File: src/rtl/tm_serial_loader_pkg.sv
// Shared types for the serial loader: command opcodes, FSM state encodings and
// command-byte field helpers.
package tm_loader_pkg;

  localparam int CMD_VALUE_W = 6;

  typedef enum logic [1:0] {
    OP_DATA = 2'b00,
    OP_DONE = 2'b01,
    OP_STEP = 2'b10,
    OP_RSVD = 2'b11
  } opcode_t;

  typedef enum logic [2:0] {
    RX_IDLE      = 3'd0,
    RX_START     = 3'd1,
    RX_DATA      = 3'd2,
    RX_STOP      = 3'd3,
    RX_WAIT_IDLE = 3'd4
  } rx_state_t;

  typedef enum logic [1:0] {
    SEQ_IDLE  = 2'd0,
    SEQ_SETUP = 2'd1,
    SEQ_PULSE = 2'd2,
    SEQ_GAP   = 2'd3
  } seq_state_t;

  function automatic opcode_t cmd_opcode(input logic [7:0] cmd);
    return opcode_t'(cmd[7:6]);
  endfunction

  function automatic logic [CMD_VALUE_W-1:0] cmd_value(input logic [7:0] cmd);
    return cmd[CMD_VALUE_W-1:0];
  endfunction

endpackage

File: src/rtl/tm_serial_loader_if.sv
// Button-protocol bus between the loader (master) and the Turing machine core (slave).
interface tm_serial_loader_if #(parameter int AW = 6) ();
  logic [AW-1:0] input_data;
  logic          Next;
  logic          Done;

  modport master (output input_data, output Next, output Done);
  modport slave  (input  input_data, input  Next, input  Done);
endinterface

File: src/rtl/tm_serial_loader_uart_rx.sv
// 8N1 UART receiver: 2-FF synchroniser, mid-bit sampling, one-cycle byte_valid,
// and a one-cycle frame_err_pulse when the stop bit is sampled low.
module uart_rx_8n1
  import tm_loader_pkg::*;
#(
  parameter int CLKS_PER_BIT = 87
) (
  input  logic       clock,
  input  logic       reset,
  input  logic       rx,
  output logic [7:0] data,
  output logic       byte_valid,
  output logic       frame_err_pulse
);

  localparam int HALF_BIT = CLKS_PER_BIT / 2;
  localparam int TW       = $clog2(CLKS_PER_BIT);

  logic            rx_meta_r;
  logic            rx_sync_r;
  rx_state_t       state_r;
  logic [TW-1:0]   timer_r;
  logic [2:0]      bit_cnt_r;
  logic [7:0]      shift_r;
  logic            timer_half_s;
  logic            timer_full_s;

  assign timer_half_s = (timer_r == TW'(HALF_BIT - 1));
  assign timer_full_s = (timer_r == TW'(CLKS_PER_BIT - 1));

  // Synchroniser resets to the idle-high line level so reset never looks like a start bit.
  always_ff @(posedge clock or posedge reset) begin
    if (reset) begin
      rx_meta_r <= 1'b1;
      rx_sync_r <= 1'b1;
    end else begin
      rx_meta_r <= rx;
      rx_sync_r <= rx_meta_r;
    end
  end

  // Receive FSM with bit timer; the start bit is re-checked at mid-bit to reject glitches.
  always_ff @(posedge clock or posedge reset) begin
    if (reset) begin
      state_r         <= RX_IDLE;
      timer_r         <= {TW{1'b0}};
      bit_cnt_r       <= 3'd0;
      shift_r         <= 8'h00;
      data            <= 8'h00;
      byte_valid      <= 1'b0;
      frame_err_pulse <= 1'b0;
    end else begin
      byte_valid      <= 1'b0;
      frame_err_pulse <= 1'b0;
      case (state_r)
        RX_IDLE: begin
          timer_r   <= {TW{1'b0}};
          bit_cnt_r <= 3'd0;
          if (!rx_sync_r) state_r <= RX_START;
        end
        RX_START: begin
          if (timer_half_s) begin
            timer_r <= {TW{1'b0}};
            state_r <= rx_sync_r ? RX_IDLE : RX_DATA;
          end else begin
            timer_r <= timer_r + TW'(1);
          end
        end
        RX_DATA: begin
          if (timer_full_s) begin
            timer_r   <= {TW{1'b0}};
            shift_r   <= {rx_sync_r, shift_r[7:1]};
            bit_cnt_r <= bit_cnt_r + 3'd1;
            if (bit_cnt_r == 3'd7) state_r <= RX_STOP;
          end else begin
            timer_r <= timer_r + TW'(1);
          end
        end
        RX_STOP: begin
          if (timer_full_s) begin
            timer_r <= {TW{1'b0}};
            if (rx_sync_r) begin
              data       <= shift_r;
              byte_valid <= 1'b1;
              state_r    <= RX_IDLE;
            end else begin
              frame_err_pulse <= 1'b1;
              state_r         <= RX_WAIT_IDLE;
            end
          end else begin
            timer_r <= timer_r + TW'(1);
          end
        end
        RX_WAIT_IDLE: begin
          if (rx_sync_r) state_r <= RX_IDLE;
        end
        default: state_r <= RX_IDLE;
      endcase
    end
  end

endmodule

File: src/rtl/tm_serial_loader.sv
// UART command front end for the Turing machine core: buffers one received byte and
// replays it as a clean input_data/Next/Done pulse with fixed setup, width and gap.
module tm_serial_loader
  import tm_loader_pkg::*;
#(
  parameter int AW           = 6,
  parameter int CLKS_PER_BIT = 87,
  parameter int PULSE_CYCLES = 4,
  parameter int GAP_CYCLES   = 4
) (
  input  logic                  clock,
  input  logic                  reset,
  input  logic                  rx,
  tm_serial_loader_if.master    core,
  output logic                  busy,
  output logic                  overrun,
  output logic                  frame_err,
  output logic                  cmd_err
);

  localparam int CNT_MAX = (PULSE_CYCLES > GAP_CYCLES) ? PULSE_CYCLES : GAP_CYCLES;
  localparam int CW      = $clog2(CNT_MAX + 1);

  logic [7:0]             rx_data_s;
  logic                   rx_valid_s;
  logic                   rx_ferr_s;
  logic [7:0]             buf_data_r;
  logic                   buf_full_r;
  logic                   buf_full_next_s;
  logic                   buf_load_s;
  logic                   drop_s;
  logic                   pop_s;
  opcode_t                op_s;
  logic [CMD_VALUE_W-1:0] value_s;
  seq_state_t             seq_state_r;
  seq_state_t             seq_next_s;
  logic [CW-1:0]          cnt_r;
  logic                   sel_done_r;

  uart_rx_8n1 #(.CLKS_PER_BIT(CLKS_PER_BIT)) u_rx (
    .clock           (clock),
    .reset           (reset),
    .rx              (rx),
    .data            (rx_data_s),
    .byte_valid      (rx_valid_s),
    .frame_err_pulse (rx_ferr_s)
  );

  // Buffer bookkeeping and sequencer next state; a pop frees the slot for a same-cycle byte.
  always_comb begin
    op_s       = cmd_opcode(buf_data_r);
    value_s    = cmd_value(buf_data_r);
    pop_s      = (seq_state_r == SEQ_IDLE) && buf_full_r;
    buf_load_s = rx_valid_s && (!buf_full_r || pop_s);
    drop_s     = rx_valid_s && buf_full_r && !pop_s;
    if (rx_valid_s) begin
      buf_full_next_s = 1'b1;
    end else if (pop_s) begin
      buf_full_next_s = 1'b0;
    end else begin
      buf_full_next_s = buf_full_r;
    end
    seq_next_s = seq_state_r;
    case (seq_state_r)
      SEQ_IDLE: begin
        if (pop_s && (op_s != OP_RSVD)) seq_next_s = SEQ_SETUP;
        else seq_next_s = SEQ_IDLE;
      end
      SEQ_SETUP: seq_next_s = SEQ_PULSE;
      SEQ_PULSE: begin
        if (cnt_r == {CW{1'b0}}) seq_next_s = SEQ_GAP;
        else seq_next_s = SEQ_PULSE;
      end
      SEQ_GAP: begin
        if (cnt_r == {CW{1'b0}}) seq_next_s = SEQ_IDLE;
        else seq_next_s = SEQ_GAP;
      end
      default: seq_next_s = SEQ_IDLE;
    endcase
  end

  // Registered state, buffer, sticky flags and core-facing outputs.
  always_ff @(posedge clock or posedge reset) begin
    if (reset) begin
      seq_state_r     <= SEQ_IDLE;
      buf_full_r      <= 1'b0;
      buf_data_r      <= 8'h00;
      cnt_r           <= {CW{1'b0}};
      sel_done_r      <= 1'b0;
      busy            <= 1'b0;
      overrun         <= 1'b0;
      frame_err       <= 1'b0;
      cmd_err         <= 1'b0;
      core.input_data <= {AW{1'b0}};
      core.Next       <= 1'b0;
      core.Done       <= 1'b0;
    end else begin
      seq_state_r <= seq_next_s;
      buf_full_r  <= buf_full_next_s;
      if (buf_load_s) buf_data_r <= rx_data_s;
      busy      <= (seq_next_s != SEQ_IDLE) || buf_full_next_s;
      overrun   <= overrun | drop_s;
      frame_err <= frame_err | rx_ferr_s;
      cmd_err   <= cmd_err | (pop_s && (op_s == OP_RSVD));
      case (seq_state_r)
        SEQ_IDLE: begin
          if (pop_s && (op_s != OP_RSVD)) begin
            sel_done_r <= (op_s == OP_DONE);
            if (op_s == OP_DATA) core.input_data <= value_s[AW-1:0];
          end
        end
        SEQ_SETUP: begin
          cnt_r <= CW'(PULSE_CYCLES - 1);
          if (sel_done_r) core.Done <= 1'b1;
          else core.Next <= 1'b1;
        end
        SEQ_PULSE: begin
          if (cnt_r == {CW{1'b0}}) begin
            core.Next <= 1'b0;
            core.Done <= 1'b0;
            cnt_r     <= CW'(GAP_CYCLES - 1);
          end else begin
            cnt_r <= cnt_r - CW'(1);
          end
        end
        SEQ_GAP: begin
          if (cnt_r != {CW{1'b0}}) cnt_r <= cnt_r - CW'(1);
        end
        default: begin
          core.Next <= 1'b0;
          core.Done <= 1'b0;
        end
      endcase
    end
  end

endmodule

File: src/flat_wrapper.sv
// flat-port wrapper written by rule: the top's interface ports become plain ports
module tm_serial_loader_flat import tm_loader_pkg::*;
#(
  parameter int AW           = 6,
  parameter int CLKS_PER_BIT = 87,
  parameter int PULSE_CYCLES = 4,
  parameter int GAP_CYCLES   = 4
)
  (clock, reset, rx, busy, overrun, frame_err, cmd_err, core_input_data, core_Next, core_Done);
  tm_serial_loader_if #(.AW(AW)) core_i ();
  input  logic clock;
  input  logic reset;
  input  logic rx;
  output logic busy;
  output logic overrun;
  output logic frame_err;
  output logic cmd_err;
  output wire logic [$bits(core_i.input_data)-1:0] core_input_data;
  output wire logic [$bits(core_i.Next)-1:0] core_Next;
  output wire logic [$bits(core_i.Done)-1:0] core_Done;
  assign core_input_data = core_i.input_data;
  assign core_Next = core_i.Next;
  assign core_Done = core_i.Done;
  tm_serial_loader #(.AW(AW), .CLKS_PER_BIT(CLKS_PER_BIT), .PULSE_CYCLES(PULSE_CYCLES), .GAP_CYCLES(GAP_CYCLES)) u_core (.clock(clock), .reset(reset), .rx(rx), .core(core_i), .busy(busy), .overrun(overrun), .frame_err(frame_err), .cmd_err(cmd_err));
endmodule
File: config.mk
export PLATFORM = sky130hd
export DESIGN_NAME = tm_serial_loader_flat
export DESIGN_NICKNAME = d
export VERILOG_FILES = /design/src/rtl/tm_serial_loader_pkg.sv /design/src/rtl/tm_serial_loader_if.sv /design/src/rtl/tm_serial_loader_uart_rx.sv /design/src/rtl/tm_serial_loader.sv /design/src/flat_wrapper.sv
export SDC_FILE = /design/constraint.sdc
export NUM_CORES = 1
export LEC_CHECK = 0
export CAP_MARGIN = 20
export CORE_AREA = 2 2 87 64
export DETAILED_ROUTE_END_ITERATION = 7
export DIE_AREA = 0 0 89 66
export PLACE_DENSITY = 0.71
export SYNTH_ARGS = -nofsm -noshare
export SYNTH_HDL_FRONTEND = slang
export SYNTH_SLANG_ARGS = --single-unit
File: constraint.sdc
create_clock -name clock -period 4.3 [get_ports clock]
set_clock_uncertainty 0.2 [all_clocks]
set_input_delay 1.29 -clock clock [delete_from_list [all_inputs] [get_ports clock]]
set_output_delay 1.29 -clock clock [all_outputs]
set_load 0.02 [all_outputs]
==> metrics <==
status=completed; Core Region=roughly 0.0051 sq mm; Detailed Routing Iterations Pass 1=4; layout cells sized above 1=25.10%; setup TNS=0 ns; RSZ-0062 raised after global routing=false; first-pass GRT wire length=7307 microns; Chip Height=66 microns; Nets=247; cell family with most CP delay=buffers and inverters; Detailed Route Iter0 Violations=46; Yosys cell types=43; Avg Cell Area, Syn=12.58 sq um; CTS sink count=60; switching fraction of total power=23.53%; worst-skew pair later-pin latency=0.34 ns; Hold Path Class=reg2reg; Die W=89 microns; cell area after synthesis=0.002691 sq mm; Post-CTS Resized=0; routed wire length=between 4000 and 5000 microns; Combinational Power Share=3.0%; crit path cell chain=clkdlybuf4s50_1; DR WL/cell=13.54 microns; type of destination of the critical path=output port; pin count of the biggest net entering global routing=26; register area share after synthesis=55.88%; DR vias/cell=5.170; Async SR Flop Fraction=100.0%; Final period util=around 65%; number of antenna violations at the first check in global routing=0; RD Place Congestion=0.7780; min Tclk post-route=between 2 and 3 ns; PD cells=between 300 and 400 mW/mm^2; Primary FF master, synth=dfrtp_1; leakage power total=1.494 nW; #FFs+latches synth=60; drt drc=0; # rows=22; max-cap viol count=0; VDD IR max=0.0001849 V; clock buffer depth=2; Worst Max-Slew Pin Slew=0.9420 ns; P&R area growth vs syn=14.88%; switching power=around 260 uW; Crit Path Category=reg2out; Critical Path RT=2.81 ns; Hold-fix buffers, CTS=0; critical path's slowest cell=clkdlybuf4s50_1; Slew HR=36.71%; final instance area=0.003092 sq mm; Global Route Usage Sum=16.97%; GR Layer Usage met2=a little under a quarter; Final Hold Viols=0; max-slew violation count=0; vias in the first global route=about 1,500; EDFF count, synth=0; register share of total power=approximately 52%; # port buffers=14; crit-path max cell delay=roughly 0.60 ns; H-tree depth=3; Syn. warnings=0; cells after synthesis=between 200 and 250; vias=roughly 1,600; most frequent cells in the layout=58 x dfrtp_1, 22 x mux2_2, 14 x clkdlybuf4s50_1; GR Layer Usage met1=between 20% and 30%; Initial Util=about 53%; CTS tree=done; Boundary Pins=15; Fmax=359.8 MHz; Placed Area=0.002893 sq mm; clk slew on worst S/H paths=0.07 ns; GR peak layer=met2; GRT Residual Overflow=0; worst-path maximum fanout=2; TritonCTS buffer count=9; Routed Antenna Nets=0; worst path arrival time=between 1 and 1.5 ns; Setup crit start kind=flop; CP bufs+invs=1; Clk pwr share=44.8%; clock root buffer=clkbuf_8; final setup fails=0; dpl hpwl=2952 microns; syn_nets=227; global routing usage on met3=7.865%; Die ar.=0.005874 sq mm; most common cell after layout, fill and taps aside=dfrtp_1; internal power=854.2 uW; Setup Fix Bufs, Post-CTS=0; antenna cells=0
==> cell families (layout without fill, tap and decap cells) <==
| group | Yosys count | after routing | synth area share [%] |
|---|---|---|---|
| fa+ha+maj | 10 | 10 | 4.649 |
| flops | 60 | 60 | 55.88 |
| compound gates | 31 | 31 | 7.299 |
| buf+inv | 19 | 44 | 3.301 |
| simple gates | 56 | 56 | 12.46 |
| mux | 33 | 33 | 14.78 |
| xor+xnor | 5 | 5 | 1.627 |
==> sequential cells by signal, summed over array words and instances (netlist names) <==
signal and count:
u_core.core.Next 1, u_core.u_rx.state_r 3, u_core.frame_err 1, u_core.u_rx.shift_r 8, u_core.u_rx.byte_valid 1, u_core.overrun 1
u_core.buf_data_r 8, u_core.sel_done_r 1, u_core.buf_full_r 1, u_core.cmd_err 1, u_core.u_rx.bit_cnt_r 3, u_core.busy 1
u_core.u_rx.rx_sync_r 1, u_core.core.Done 1, u_core.u_rx.data 8, u_core.core.input_data 6, u_core.u_rx.rx_meta_r 1, u_core.u_rx.timer_r 7
u_core.u_rx.frame_err_pulse 1, u_core.seq_state_r 2, u_core.cnt_r 3
==> Yosys cell counts, types with 3 or more instances <==
master	n	area share, %
mux2i_1	3	1.1
xor2_1	4	1.3
nand3_1	8	1.5
ha_1	10	4.6
dfrtp_1	58	54
o21ai_0	9	1.7
mux2_2	22	9.2
a21oi_1	7	1.3
nand2_1	11	1.5
inv_1	12	1.7
mux2_4	8	4.5
nand4_1	5	1.2
nor2_1	11	1.5
clkbuf_1	5	0.70
or3_1	3	0.70
==> power by group through the flow <==
stage	Combinational, mW	Sequential, mW	Clock [mW]
6_report	0.0330	0.583	0.501
5_1_grt	0.0381	0.584	0.547
4_1_cts	0.0343	0.583	0.518
3_5_place_dp	0.0342	0.593	0
3_3_place_gp	0.0337	0.593	0
2_1_floorplan	0.0288	0.588	0
==> area by class of cell <==
class                      count  area (sq um)
fill                         447          1973
sequential                    60          1504
multi-input combinational    135          1099
timing repair buffer          16         155.1
clock buffer                   9         123.9
tap                           72         90.09
clock inverter                 7         75.07
inverter                      12         45.04
==> path summary, 6_finish.rpt <==
path	depth (start not counted)	slack (ns)	from	endpoint
worst max-delay path	1	1.52	u_core.core.input_data[0]	core_input_data[0]
worst min-delay path	0	0.16	u_core.u_rx.rx_meta_r	u_core.u_rx.rx_sync_r
worst max register to register	6	1.92	u_core.u_rx.timer_r[0]	u_core.u_rx.shift_r[5]
worst min register to register	0	0.16	u_core.u_rx.rx_meta_r	u_core.u_rx.rx_sync_r
max in group asynchronous	3	2.17	reset	u_core.u_rx.rx_meta_r
min in group asynchronous	2	1.05	reset	u_core.u_rx.byte_valid
==> through the flow <==
stage / setup WS (ns) / power [mW] / util [%] / cells / hold WS, ns
final: 1.521 / 1.117 / 61.04 / 311 / 0.1554
after global routing: 1.456 / 1.169 / 61.04 / 311 / 0.1630
after CTS: 1.494 / 1.135 / 61.04 / 311 / 0.1566
after detailed placement: 1.767 / 0.6276 / 57.11 / 295 / 0.1472
after global placement: 1.771 / 0.6269 / 57.11 / 295 / 0.1465
after floorplan: 1.329 / 0.6170 / - / 214 / 0.1452
==> routing by layer <==
metal / part of all wire [%] / up-vias
li1: - / 805
met1: 52 / 778
met2: 43 / 21
met3: 4.2 / 4
met4: 0.81 / 0
met5: 0 / -
(Power assumes the default switching activity.)
